===== config.mk =====
export PLATFORM = sky130hd
export DESIGN_NAME = paged_sram_ctrl_flat
export DESIGN_NICKNAME = d
export VERILOG_FILES = /design/src/rtl/paged_sram_ctrl_if.sv /design/src/rtl/paged_sram_ctrl.sv /design/src/flat_wrapper.sv
export SDC_FILE = /design/constraint.sdc
export NUM_CORES = 1
export LEC_CHECK = 0
export CORE_MARGIN = 2
export CORE_UTILIZATION = 38
export DETAILED_ROUTE_END_ITERATION = 8
export PLACE_DENSITY = 0.75
export SYNTH_ARGS = -nofsm -noshare
export SYNTH_HDL_FRONTEND = slang
export SYNTH_SLANG_ARGS = --single-unit

===== constraint.sdc =====
create_clock -name clk -period 2.1 [get_ports clk]
set_clock_uncertainty 0.2 [all_clocks]
set_input_delay 0.42 -clock clk [delete_from_list [all_inputs] [get_ports clk]]
set_output_delay 0.42 -clock clk [all_outputs]
set_load 0.005 [all_outputs]

===== src/rtl/paged_sram_ctrl_if.sv =====
// CPU bus seen by the paged SRAM controller: address/data/direction with a
// req/ready stretch handshake.
interface paged_sram_ctrl_if;
  logic [15:0] AD;
  logic [7:0]  DI;
  logic [7:0]  DO;
  logic        rw;
  logic        req;
  logic        ready;

  modport master (output AD, DI, rw, req, input DO, ready);
  modport slave  (input AD, DI, rw, req, output DO, ready);
endinterface


===== src/rtl/paged_sram_ctrl.sv =====
// Maps CPU accesses onto a 512 KB async SRAM through a paged 16 KB window and an
// optional SRAM-backed top region; wait states stretch the CPU via ready.
// Optional write protection per page: define PAGED_SRAM_WPROT_EN.
module paged_sram_ctrl #(
  parameter int         WAIT_STATES = 2,
  parameter logic [1:0] WIN_SEL     = 2'b10,
  parameter logic [4:0] TOP_PAGE    = 5'h1F
) (
  input  logic               clk,
  input  logic               rst,
  paged_sram_ctrl_if.slave   cpu,
  input  logic [4:0]         page,
  input  logic               bram_disable,
  output logic               bram_cs,
  output logic [18:0]        sram_a,
  output logic [7:0]         sram_d_o,
  output logic               sram_d_oe,
  input  logic [7:0]         sram_d_i,
  output logic               sram_ce_n,
  output logic               sram_oe_n,
  output logic               sram_we_n
`ifdef PAGED_SRAM_WPROT_EN
  ,
  input  logic [31:0]        wp_mask,
  output logic               wp_fault
`endif
);

  typedef enum logic [1:0] {IDLE, ACCESS, DONE} state_t;

  localparam logic [3:0] CNT_INIT = 4'(WAIT_STATES - 1);

  state_t      state, state_d;
  logic [3:0]  cnt, cnt_d;
  logic [18:0] a_d;
  logic [7:0]  dout_d, do_q, do_d;
  logic        ce_d, oe_d, we_d, doe_d;
  logic        win, top, hit, prot;
  logic [4:0]  pg;

  assign win     = cpu.AD[15:14] == WIN_SEL;
  assign top     = cpu.AD[15:14] == 2'b11;
  assign hit     = cpu.req & (win | (top & bram_disable));
  assign pg      = win ? page : TOP_PAGE;
  assign bram_cs = cpu.req & top & ~bram_disable;
  assign cpu.ready = ((state == IDLE) & ~hit) | (state == DONE);
  assign cpu.DO  = do_q;

`ifdef PAGED_SRAM_WPROT_EN
  logic prot_q, prot_d, fault_d;
  assign prot = ~cpu.rw & wp_mask[pg];
`else
  assign prot = 1'b0;
`endif

  always_comb begin
    state_d = state;
    cnt_d   = cnt;
    a_d     = sram_a;
    dout_d  = sram_d_o;
    do_d    = do_q;
    ce_d    = sram_ce_n;
    oe_d    = sram_oe_n;
    we_d    = sram_we_n;
    doe_d   = sram_d_oe;
`ifdef PAGED_SRAM_WPROT_EN
    prot_d  = prot_q;
    fault_d = 1'b0;
`endif
    case (state)
      IDLE: if (hit) begin
        a_d     = {pg, cpu.AD[13:0]};
        dout_d  = cpu.DI;
        ce_d    = 1'b0;
        oe_d    = ~cpu.rw;
        // A protected write keeps its slot timing but never drives the bus.
        we_d    = cpu.rw | prot;
        doe_d   = ~cpu.rw & ~prot;
        cnt_d   = CNT_INIT;
        state_d = ACCESS;
`ifdef PAGED_SRAM_WPROT_EN
        prot_d  = prot;
`endif
      end
      ACCESS: begin
        if (cnt == 4'd0) begin
          if (!sram_oe_n) do_d = sram_d_i;
          // ce_n, d_oe and address stay put one more cycle for hold time.
          we_d    = 1'b1;
          oe_d    = 1'b1;
          state_d = DONE;
`ifdef PAGED_SRAM_WPROT_EN
          fault_d = prot_q;
`endif
        end else begin
          cnt_d = cnt - 4'd1;
        end
      end
      DONE: begin
        ce_d    = 1'b1;
        doe_d   = 1'b0;
        state_d = IDLE;
      end
      default: state_d = IDLE;
    endcase
  end

  always_ff @(posedge clk or posedge rst) begin
    if (rst) begin
      state     <= IDLE;
      cnt       <= '0;
      sram_a    <= '0;
      sram_d_o  <= '0;
      do_q      <= '0;
      sram_ce_n <= 1'b1;
      sram_oe_n <= 1'b1;
      sram_we_n <= 1'b1;
      sram_d_oe <= 1'b0;
    end else begin
      state     <= state_d;
      cnt       <= cnt_d;
      sram_a    <= a_d;
      sram_d_o  <= dout_d;
      do_q      <= do_d;
      sram_ce_n <= ce_d;
      sram_oe_n <= oe_d;
      sram_we_n <= we_d;
      sram_d_oe <= doe_d;
    end
  end

`ifdef PAGED_SRAM_WPROT_EN
  always_ff @(posedge clk or posedge rst) begin
    if (rst) begin
      prot_q   <= 1'b0;
      wp_fault <= 1'b0;
    end else begin
      prot_q   <= prot_d;
      wp_fault <= fault_d;
    end
  end
`endif

endmodule


===== src/flat_wrapper.sv =====
// flat-port wrapper written by rule: the top's interface ports become plain ports
module paged_sram_ctrl_flat 
#(
  parameter int         WAIT_STATES = 2,
  parameter logic [1:0] WIN_SEL     = 2'b10,
  parameter logic [4:0] TOP_PAGE    = 5'h1F
)
  (clk, rst, page, bram_disable, bram_cs, sram_a, sram_d_o, sram_d_oe, sram_d_i, sram_ce_n, sram_oe_n, sram_we_n, cpu_AD, cpu_DI, cpu_rw, cpu_req, cpu_DO, cpu_ready);
  paged_sram_ctrl_if cpu_i ();
  input  logic clk;
  input  logic rst;
  input  logic [4:0] page;
  input  logic bram_disable;
  output logic bram_cs;
  output logic [18:0] sram_a;
  output logic [7:0] sram_d_o;
  output logic sram_d_oe;
  input  logic [7:0] sram_d_i;
  output logic sram_ce_n;
  output logic sram_oe_n;
  output logic sram_we_n;
  input wire logic [$bits(cpu_i.AD)-1:0] cpu_AD;
  input wire logic [$bits(cpu_i.DI)-1:0] cpu_DI;
  input wire logic [$bits(cpu_i.rw)-1:0] cpu_rw;
  input wire logic [$bits(cpu_i.req)-1:0] cpu_req;
  output wire logic [$bits(cpu_i.DO)-1:0] cpu_DO;
  output wire logic [$bits(cpu_i.ready)-1:0] cpu_ready;
  assign cpu_i.AD = cpu_AD;
  assign cpu_i.DI = cpu_DI;
  assign cpu_i.rw = cpu_rw;
  assign cpu_i.req = cpu_req;
  assign cpu_DO = cpu_i.DO;
  assign cpu_ready = cpu_i.ready;
  paged_sram_ctrl #(.WAIT_STATES(WAIT_STATES), .WIN_SEL(WIN_SEL), .TOP_PAGE(TOP_PAGE)) u_core (.clk(clk), .rst(rst), .cpu(cpu_i), .page(page), .bram_disable(bram_disable), .bram_cs(bram_cs), .sram_a(sram_a), .sram_d_o(sram_d_o), .sram_d_oe(sram_d_oe), .sram_d_i(sram_d_i), .sram_ce_n(sram_ce_n), .sram_oe_n(sram_oe_n), .sram_we_n(sram_we_n));
endmodule

==> results of run 1 <==
## worst max-delay path, stage by stage
cell	delay (ns)
clkdlybuf4s50_1	0.50
nor2b_4	0.05
and3_1	0.17
dlygate4sd2_1	0.25
## cells in the final DEF (no fill, tap or decap), types with 2 or more instances in the layout
cell             instances
dfrtp_1                 42
buf_4                    6
inv_1                    2
buf_12                   4
clkdlybuf4s50_1         79
nor3_1                   2
mux2_4                  20
clkbuf_8                 5
clkinv_2                 2
mux2i_1                  2
o22ai_1                  2
nand2b_1                 2
a21oi_1                  4
o21ai_0                 11
dfstp_2                  3
mux2_2                  11
nor2b_1                  8
nor2_1                   3
## registers in the layout, indices dropped and copies added (netlist names)
name	flops
u_core.sram_oe_n	1
u_core.sram_d_oe	1
u_core.cpu.DO	8
u_core.state	2
u_core.sram_ce_n	1
u_core.cnt	4
u_core.sram_we_n	1
u_core.sram_a	19
u_core.sram_d_o	8
## metrics by stage
| stage | std cells | cell area [um2] |
|---|---|---|
| 4_1_cts | 299 | 3010 |
| 2_1_floorplan | 136 | 1960 |
| 6_report | 299 | 3010 |
| 3_3_place_gp | 291 | 2920 |
| 3_5_place_dp | 291 | 2920 |
| 5_1_grt | 299 | 3010 |
## logic make-up (layout without fill, tap and decap cells)
| group | after synthesis | after routing |
|---|---|---|
| multiplexers | 33 | 33 |
| buffers and inverters | 10 | 103 |
| adder cells (fa/ha/maj) | 1 | 1 |
| flip-flops | 45 | 45 |
| AND/OR/NAND/NOR | 25 | 25 |
| AO/OA/AOI/OAI | 22 | 22 |
## layout make-up
cell class / count / area share (%)
Tap cell: 70 / 2.91
Timing Repair Buffer: 92 / 31.3
Clock inverter: 2 / 0.333
Sequential cell: 45 / 37.5
Clock buffer: 6 / 2.41
Multi-Input combinational cell: 81 / 25.1
Inverter: 3 / 0.374
## how the worst min path moves through the flow
stage | to | cells past startpoint | startpoint | slack [ns]
floorplan | u_core.sram_oe_n | 1 | cpu_rw | 0.28
global placement | u_core.cpu.DO[3] | 1 | u_core.cpu.DO[3] | 0.29
detailed placement | u_core.sram_a[11] | 1 | u_core.sram_a[11] | 0.29
CTS | u_core.sram_a[7] | 2 | rst | 0.15
global route | u_core.sram_a[7] | 2 | rst | 0.16
finish | u_core.sram_a[7] | 2 | rst | 0.16
## power groups by stage
| stage | Sequential [mW] | Combinational (mW) | Clock [mW] |
|---|---|---|---|
| 2_1_floorplan | 1.58 | 0.790 | 0 |
| 3_3_place_gp | 1.56 | 1.81 | 0 |
| 3_5_place_dp | 1.57 | 1.84 | 0 |
| 4_1_cts | 1.57 | 1.84 | 0.543 |
| 5_1_grt | 1.63 | 1.99 | 0.561 |
| 6_report | 1.56 | 1.83 | 0.506 |
## per-layer routing
layer / track usage (%) / wire (um) / vias to the layer above / share of wire [%]
li1: - / - / 661 / -
met1: 18.0 / 1800 / 691 / 42
met2: 26.1 / 2280 / 33 / 53
met3: 4.76 / 192 / 5 / 4.4
met4: 5.46 / 47 / 0 / 1.1
met5: 0 / 0 / - / 0
## cells in the mapped netlist (all sizes together)
library cell and instances:
a31oi 1, nor2 3, inv 3, nand3b 1, nor2b 9, o22ai 2
mux2i 2, a31o 1, o21a 1, and2b 1, dfstp 3, mux2 31
buf 5, ha 1, dfrtp 42, nor3b 1, nand2 1, nand4bb 1
a21o 1, or3b 1, a21oi 4, clkbuf 2, or2 1, and3 1
o21ai 11, nor3 3, nand2b 2, o211ai 1
## what timing repair did
| item | 4_1_cts | 5_1_grt |
|---|---|---|
| endpoints found under the setup margin | 2 | 5 |
| endpoints found under the hold margin | 0 | 0 |
| hold buffers | 0 | 0 |
| gates resized for setup | 7 | 2 |
| pin swaps | 1 | 0 |
==> key figures, run 1 <==
Pwr
  – Reg power frac: 40.1%
  – Int Pwr: 2.83 mW
  – PD cells: 1290 nW/um2
  – Net load switching power: 1.07 mW
  – Leak: 1.36 nW
  – Power Total: 3.89 mW
  – Net Sw Frac: 27.4%
  – Clk pwr share: 13.0%
  – Max VDD drop: 0.638 mV
  – Logic pwr share: 46.9%

STA
  – Hold WS: 0.161 ns
  – Slew @ Worst Pin: 0.370 ns
  – Final worst slack: 0.0875 ns
  – Final setup violation count: 0
  – Period utilization: 95.8%
  – RSZ-0062 raised after global routing: no
  – Setup TNS: 0 ns
  – FMAX: 497 MHz
  – Period minus WS final: 2.01 ns
  – Final Hold Fails: 0
  – Rel. slew slack: 75.3%
  – Final number of max-transition violations: 0

Detailed routing
  – Total wire length: 4330 um
  – DRC: 0
  – DR vias: 1390
  – DRT Pass-1 Iters: 4
  – DR iter-0 viols: 40
  – Vias/cell: 4.65
  – Drt wl/cell: 14.5 um
  – Post-route ant nets: 0

Global routing
  – First-pass GRT wire length: 6490 um
  – Remaining global-route overflow: 0
  – Largest net degree at the start of global routing: 36
  – Total track usage: 15.2%
  – Initial antenna violation count: 0
  – Number of global-route vias before repair: 1368

Synthesis
  – Simple-Gate Fraction of Synth Area: 8.44%
  – Post-synth top area share: 53.7%
  – Area contributors post-synth: dfrtp_1, mux2_4, mux2_2
  – XOR/XNOR Fraction of Synth Area: 0%
  – Syn nets: 179
  – Post-Synth Adder-Cell Area: 0.639%
  – Synth Area in Compound Gates: 6.39%
  – Cells after Synth: 136
  – Largest family of logic cells by synthesized area: multiplexers
  – Unique masters post-synth: 32
  – Multiplexer share of the synthesized area: 22.7%
  – Seq/Total Area, Yosys: 57.7%
  – Register bit total from synthesis: 45
  – Syn Area/Cell: 14.4 um2
  – Yosys top cell by area: dfrtp_1
  – Synth warn: 0
  – Post-Syn Area: 1960 um2

Floorplan
  – Starting Density: 38.8%
  – Core area: 5040 um2
  – Die Area: 5740 um2
  – Row Count: 26
  – Die Ht: 75.8 um
  – Ports: 83
  – Die W: 75.8 um

Clock network
  – CTS tree: done
  – Root Driver: clkbuf_8
  – Reg clk slew, reported paths: 0.08 ns
  – Clock sink count: 45
  – Skew-Pair Late Insertion Delay: 0.29 ns
  – Clock Tree Buf Depth: 2
  – Total CTS buffers: 5
  – Setup repair bufs after CTS: 0
  – CTS H-tree depth: 2

Status
  – Outcome: finished, final reports clean

Place
  – HPWL Detailed: 3190 um
  – Routability Congestion: 0.726
  – Setup WS pre-CTS: -0.391 ns
  – IO buf count: 82

Critical path
  – Reg-to-Reg Start: u_core.cnt[0]
  – CP Data Arrival Time: 1.39 ns
  – Endpoint type of the worst setup path: output pin
  – Critical Path Start: bram_disable
  – Req. time, crit path: 1.48 ns
  – R2R depth: 6
  – Crit-path max FO: 3
  – Flop2flop setup slack: 0.10 ns
  – RR Endpoint: u_core.cpu.DO[1]
  – Worst setup path end: bram_cs
  – WS Path Type: in -> out
  – Worst setup SP type: primary input

Layout
  – Antenna diodes: 0
  – Layout area overhead: 53.8%
  – Multi-input logic area: 757 um2
  – # fillers: 439
  – Seq. cell area: 1130 um2
  – Layout cells sized above 1: 25.3%
  – Final core utilization: 59.7%
  – Final #Nets: 271

Hold path
  – Min-Delay Path Class: in -> async

Flow run
  – Max-cap check violation count: 0
Note: power is estimated with default switching activity, not from simulation.
==> inputs of run 2 (changes only) <==
Settings changed: ABC_AREA set to 1, CAP_MARGIN set to 20.
==> run 2 against run 1 <==
Effect of this change: synthesized cell count grew 60%; critical path depth increased by 1; sequential share of layout area rose by 0.62 points; via count up 23%; utilization increased by 2.2 points; power grew 0.81%; maximum frequency is 2.4% higher; largest cell class unchanged; critical path type unchanged; count of clock-buffer cells in the layout stayed put; sequential power about the same; final cell count grew 25%; non-clock buffer count decreased by 3.
==> key figures, run 2 <==
Synthesis
  – Unique masters post-synth: 18 (-44%)
  – Ys async rst share: 100% (unchanged)
  – Post-synth EDFFs: 0 (unchanged)
  – Synth warn: 0 (unchanged)
  – Post-Syn Area: 1900 um2 (-2.7%)
  – Post-synth top cells: nand2_1, dfrtp_1, nand3_1
  – Area contributors post-synth: dfrtp_1, nand2_1, nand3_1
  – Yosys top cell by area: dfrtp_1
  – Most frequent cell after synthesis: nand2_1
  – Syn Area/Cell: 8.77 um2 (-39%)
  – Seq/Total Area, Yosys: 59.4% (+1.6 points)
  – Ys flop type: dfrtp_1
  – Cells after Synth: 217 (+60%)
  – Syn nets: 260 (+45%)
  – Post-synth top area share: 55.2% (+1.5 points)
  – Register bit total from synthesis: 45 (unchanged)

Hold path
  – Min-Delay Path Class: in -> async

Detailed routing
  – DR vias: 1707 (+23%)
  – DRT Pass-1 Iters: 4 (unchanged)
  – Drt wl/cell: 12.3 um (-15%)
  – Post-route ant nets: 0 (unchanged)
  – DR iter-0 viols: 97 (+140%)
  – Total wire length: 4590 um (+6.1%)
  – Vias/cell: 4.58 (-1.6%)
  – DRC: 0 (unchanged)

Layout
  – Seq. cell area: 1130 um2 (unchanged)
  – Leading cell type in the layout, fill and taps excluded: nand2_1
  – Post-route cell area: 2960 um2 (-1.6%)
  – Multi-input logic area: 677 um2 (-11%)
  – Max reg flops: 19 (unchanged)
  – Layout area overhead: 55.6%
  – Layout cells sized above 1: 9.80% (-16 points)
  – Antenna diodes: 0 (unchanged)
  – Final core utilization: 61.9% (+2.2 points)
  – Commonest cells after routing, fill and taps aside: nand2_1, clkdlybuf4s50_1, dfrtp_1
  – Final #Nets: 348 (+28%)
  – Reg with most FFs: u_core.sram_a
  – # fillers: 434 (-1.1%)

Clock network
  – Total CTS buffers: 5 (unchanged)
  – Cts hold-fix bufs: 0 (unchanged)
  – Clock Tree Buf Depth: 2 (unchanged)
  – Skew-Pair Late Insertion Delay: 0.29 ns (about the same)
  – CTS H-tree depth: 2 (unchanged)
  – Reg clk slew, reported paths: 0.09 ns (about the same)
  – CTS tree: done
  – Root Driver: clkbuf_8
  – Clock sink count: 45 (unchanged)

Global routing
  – Total track usage: 17.4% (+2.1 points)
  – Largest net degree at the start of global routing: 31 (-14%)
  – Remaining global-route overflow: 0 (unchanged)
  – Number of global-route vias before repair: 1602 (+17%)
  – Initial antenna violation count: 0 (unchanged)
  – First-pass GRT wire length: 7430 um (+15%)

Critical path
  – Max incr delay on CP: 0.40 ns (-0.10 ns)
  – Endpoint type of the worst setup path: output pin
  – Crit-path max FO: 2 (-1)
  – CP Data Arrival Time: 1.35 ns (-0.04 ns)
  – Req. time, crit path: 1.48 ns (about the same)
  – Worst setup SP type: primary input
  – Crit path max-delay cell type: clkdlybuf4s50_1
  – WS Path Type: in -> out
  – Crit path buffers/inverters: 3 (+1)
  – CP cell instances: clkdlybuf4s50_1, inv_1, nand2_1, nor2_1, dlygate4sd2_1
  – Worst path top cell family by delay: buffers and inverters

Place
  – HPWL Detailed: 3300 um (+3.6%)
  – Placed cell area: 2840 um2 (-2.8%)
  – Routability Congestion: 0.729 (+0.37%)
  – IO buf count: 82 (unchanged)

Pwr
  – Max VDD drop: 0.857 mV (+34%)
  – Leak: 1.43 nW (+4.7%)
  – PD cells: 1330 nW/um2 (+2.5%)

Floorplan
  – Core area: 4790 um2 (-5.1%)
  – Ports: 83 (unchanged)
  – Starting Density: 39.8% (+0.96 points)
  – Die Ht: 74.8 um (-1.3%)
  – Die Area: 5590 um2 (-2.6%)
  – Die W: 74.8 um (-1.3%)
  – Row Count: 25 (-3.8%)

STA
  – Period utilization: 93.6% (-2.3 points)
  – Final number of max-transition violations: 0 (unchanged)
  – Period minus WS final: 1.97 ns (-0.0473 ns)
  – Slew @ Worst Pin: 0.367 ns (-0.00304 ns)
  – Final setup violation count: 0 (unchanged)
  – RSZ-0062 raised after global routing: no
  – Rel. slew slack: 75.5% (+0.22 points)
  – FMAX: 509 MHz (+2.4%)
  – Final Hold Fails: 0 (unchanged)

Flow run
  – Max-cap check violation count: 0 (unchanged)

Status
  – Outcome: finished, final reports clean
==> run 2: cell count changes after synthesis, sizes merged, moves of 2 or more <==
| cell | previous run | this run |
|---|---|---|
| nand3 | 0 | 35 |
| inv | 3 | 15 |
| mux2i | 2 | 0 |
| nor2 | 3 | 12 |
| nor3 | 3 | 0 |
| nand2 | 1 | 84 |
| mux2 | 31 | 0 |
| clkbuf | 2 | 0 |
| buf | 5 | 8 |
| o22ai | 2 | 0 |
| nor2b | 9 | 0 |
| nand2b | 2 | 0 |
==> run 2: layout make-up <==
cell class / instances / area share [%]
clock buffer: 6 / 2.79
clock inverter: 2 / 1.27
inverter: 16 / 2.03
multi-input combinational: 148 / 22.9
sequential: 45 / 38.1
tap: 67 / 2.83
timing repair buffer: 89 / 30.1
==> run 2: logic make-up after synthesis <==
group / Yosys count / share of synthesized area, %
AO/OA/AOI/OAI: 16 / 4.40
adder cells (fa/ha/maj): 1 / 0.657
flip-flops: 45 / 59.4
AND/OR/NAND/NOR: 131 / 30.0
buffers and inverters: 24 / 5.59
==> run 2: layer usage <==
layer	wire, um	vias to the layer above	track usage [%]
li1	-	860	-
met1	1980	793	22.8
met2	2320	50	29.7
met3	259	4	4.15
met4	25	0	3.37
met5	0	-	0
==> run 2: final timing paths <==
| check | startpoint | end | slack [ns] | cells after the start |
|---|---|---|---|---|
| hold / removal | rst | u_core.sram_a[7] | 0.21 | 2 |
| min in group clk | u_core.cpu.DO[2] | u_core.cpu.DO[2] | 0.28 | 2 |
| hold reg to reg | u_core.cpu.DO[2] | u_core.cpu.DO[2] | 0.28 | 2 |
| setup reg to reg | u_core.cnt[0] | u_core.cpu.DO[3] | 0.44 | 7 |
| max in group asynchronous | rst | u_core.sram_ce_n | 0.94 | 3 |
| setup / recovery | bram_disable | bram_cs | 0.13 | 5 |
==> run 2: through the flow <==
stage          setup TNS, ns  hold slack (ns)  cells  total power [mW]  worst slack, ns
3_5_place_dp          -0.385            0.262    365              3.29           -0.221
6_report                   0            0.213    373              3.92            0.135
5_1_grt                    0            0.252    373              4.23           0.0702
4_1_cts                    0            0.230    373              3.98           0.0257
3_3_place_gp          -0.333            0.258    365              3.24           -0.222
2_1_floorplan              0            0.241    217              2.26            0.426
==> run 2: what timing repair did <==
item,4_1_cts,5_1_grt
buffers inserted,0,0
pin swaps,0,0
gates resized for setup,5,2
endpoints found under the setup margin,2,1
==> run 2: power breakdown <==
part / internal, mW / switching [mW]
sequential: 1.29 / 0.238
combinational: 0.973 / 0.745
clock: 0.387 / 0.292
total: 2.65 / 1.27
==> inputs of run 3 (changes only) <==
Settings changed: CORE_MARGIN 2 to unset, SLEW_MARGIN set to 0.
==> run 3 against run 2 <==
Effect of this change: power decreased by 1.0%; cell area decreased by 0.63%; critical path depth unchanged; utilization decreased by 0.39 points; count of clock-buffer cells in the layout increased by 1; setup slack got worse by 0.028 ns; hold slack improved by 0.062 ns; routed wire length decreased by 5.3%; maximum frequency decreased by 1.4%; via count decreased by 1.4%; final cell count decreased by 0.27%; critical path type unchanged; largest power group unchanged.
==> key figures, run 3 (synthesized netlist as in run 2, its figures left out) <==
Layout
  – Commonest cells after routing, fill and taps aside: nand2_1, clkdlybuf4s50_1, dfrtp_1
  – Layout cells sized above 1: 9.18% (-0.62 points)
  – Leading cell type in the layout, fill and taps excluded: nand2_1
  – Post-route cell area: 2940 um2 (-0.63%)
  – Final #Nets: 347 (-0.29%)
  – Antenna diodes: 0 (unchanged)
  – Reg with most FFs: u_core.sram_a
  – Layout area overhead: 54.6%
  – Max reg flops: 19 (unchanged)

Global routing
  – Initial antenna violation count: 0 (unchanged)
  – Largest net degree at the start of global routing: 46 (+48%)
  – Total track usage: 17.7% (+0.30 points)
  – Number of global-route vias before repair: 1543 (-3.7%)
  – First-pass GRT wire length: 7160 um (-3.7%)
  – Remaining global-route overflow: 0 (unchanged)

Floorplan
  – Die Area: 5290 um2 (-5.3%)
  – Ports: 83 (unchanged)
  – Starting Density: 39.8% (unchanged)
  – Die W: 72.8 um (-2.7%)
  – Core area: 4790 um2 (unchanged)
  – Row Count: 25 (unchanged)
  – Die Ht: 72.8 um (-2.7%)

Critical path
  – Worst setup SP type: primary input
  – Crit path max-delay cell type: clkdlybuf4s50_1
  – Max incr delay on CP: 0.50 ns (+0.10 ns)
  – CP cell instances: clkdlybuf4s50_1, nand2_2, a21oi_2, a21oi_1, clkbuf_2
  – CP Data Arrival Time: 1.37 ns (+0.02 ns)
  – Endpoint type of the worst setup path: output pin
  – Reg-to-Reg Start: u_core.cnt[0]
  – Crit-path max FO: 3 (+1)
  – R2R depth: 7 (unchanged)
  – Flop2flop setup slack: 0.34 ns (-0.10 ns)
  – WS Path Type: in -> out
  – RR Endpoint: u_core.cpu.DO[5]
  – Critical Path Start: cpu_AD[15]
  – Req. time, crit path: 1.48 ns (about the same)

Detailed routing
  – DR iter-0 viols: 95 (-2.1%)
  – DR vias: 1683 (-1.4%)
  – Total wire length: 4340 um (-5.3%)
  – Vias/cell: 4.52 (-1.1%)
  – DRT Pass-1 Iters: 5 (+1)
  – Drt wl/cell: 11.7 um (-5.1%)
  – DRC: 0 (unchanged)
  – Post-route ant nets: 0 (unchanged)

Pwr
  – Int Pwr: 2.64 mW (-0.27%)
  – Clk pwr share: 17.0% (-0.3 points)
  – Reg power frac: 39.2% (+0.3 points)
  – Logic pwr share: 43.8% (about the same)
  – Power Total: 3.88 mW (-1.0%)
  – PD cells: 1320 nW/um2 (-0.40%)
  – Leak: 1.42 nW (-0.39%)
  – Max VDD drop: 0.699 mV (-18%)
  – Net load switching power: 1.24 mW (-2.6%)
  – Net Sw Frac: 32.0% (-0.52 points)

Clock network
  – CTS tree: done
  – Clock sink count: 45 (unchanged)
  – Setup repair bufs after CTS: 0 (unchanged)
  – Reg clk slew, reported paths: 0.08 ns (about the same)
  – Skew-Pair Late Insertion Delay: 0.29 ns (about the same)
  – CTS H-tree depth: 2 (unchanged)
  – Total CTS buffers: 5 (unchanged)
  – Clock Tree Buf Depth: 2 (unchanged)
  – Root Driver: clkbuf_8

Status
  – Outcome: finished, final reports clean

Flow run
  – Max-cap check violation count: 0 (unchanged)

STA
  – RSZ-0062 raised after global routing: no
  – FMAX: 502 MHz (-1.4%)
  – Period minus WS final: 1.99 ns (+0.0283 ns)
  – Final Hold Fails: 0 (unchanged)
  – Slew @ Worst Pin: 0.298 ns (-0.0695 ns)
  – Final setup violation count: 0 (unchanged)
  – Final number of max-transition violations: 0 (unchanged)
  – Period utilization: 94.9% (+1.3 points)
  – Final worst slack: 0.106 ns (-0.0283 ns)
  – Rel. slew slack: 80.1% (+4.6 points)

Place
  – HPWL Detailed: 3050 um (-7.7%)
  – IO buf count: 82 (unchanged)
  – Setup WS pre-CTS: -0.234 ns (-0.0125 ns)
  – Routability Congestion: 0.744 (+2.0%)
  – Placed cell area: 2830 um2 (-0.26%)

Hold path
  – Min-Delay Path Class: in -> async
run 3: worst max-delay path by stage:
stage / endpoint / cells after the start
floorplan: u_core.cnt[0] / 1
global placement: cpu_ready / 5
detailed placement: cpu_ready / 5
CTS: cpu_ready / 5
global route: cpu_ready / 5
finish: cpu_ready / 5
run 3: repair_timing:
action / in CTS / in global routing
hold endpoints to repair: 0 / 0
pin swaps: 0 / 0
endpoints found under the setup margin: 2 / 1
gates resized for setup: 5 / 1
hold buffers: 0 / 0
run 3: cell type report:
type | instances | area (um2)
clock buffers | 7 | 86.3
clock inverters | 1 | 30.0
fillers | 432 | 1840
inverters | 16 | 60.1
multi-input cells | 148 | 669
flip-flops and latches | 45 | 1130
well taps | 67 | 83.8
repair buffers | 88 | 883
run 3: power groups by stage:
stage	Sequential, mW	Combinational, mW	Clock (mW)
2_1_floorplan	1.55	0.707	0
3_3_place_gp	1.53	1.70	0
3_5_place_dp	1.53	1.73	0
4_1_cts	1.53	1.73	0.683
5_1_grt	1.58	1.89	0.725
6_report	1.52	1.70	0.659
run 3: worst max-delay path, delay by kind of cell:
family,cells,cell delay [ns]
AO/OA/AOI/OAI,2,0.24
buffers and inverters,2,0.62
AND/OR/NAND/NOR,1,0.08
run 3: per-layer routing:
layer	wire, um	GRT usage [%]	vias to the layer above
li1	-	-	860
met1	1910	22.4	767
met2	2130	29.5	50
met3	256	4.97	6
met4	49	5.23	0
met5	0	0	-
run 3: stage by stage:
stage	utilization [%]	TNS, ns	cells	hold WS (ns)
6_report	61.5	0	372	0.274
3_5_place_dp	59.2	-0.368	364	0.258
5_1_grt	61.5	0	372	0.300
2_1_floorplan	-	0	217	0.241
3_3_place_gp	59.2	-0.332	364	0.257
4_1_cts	61.6	0	372	0.278
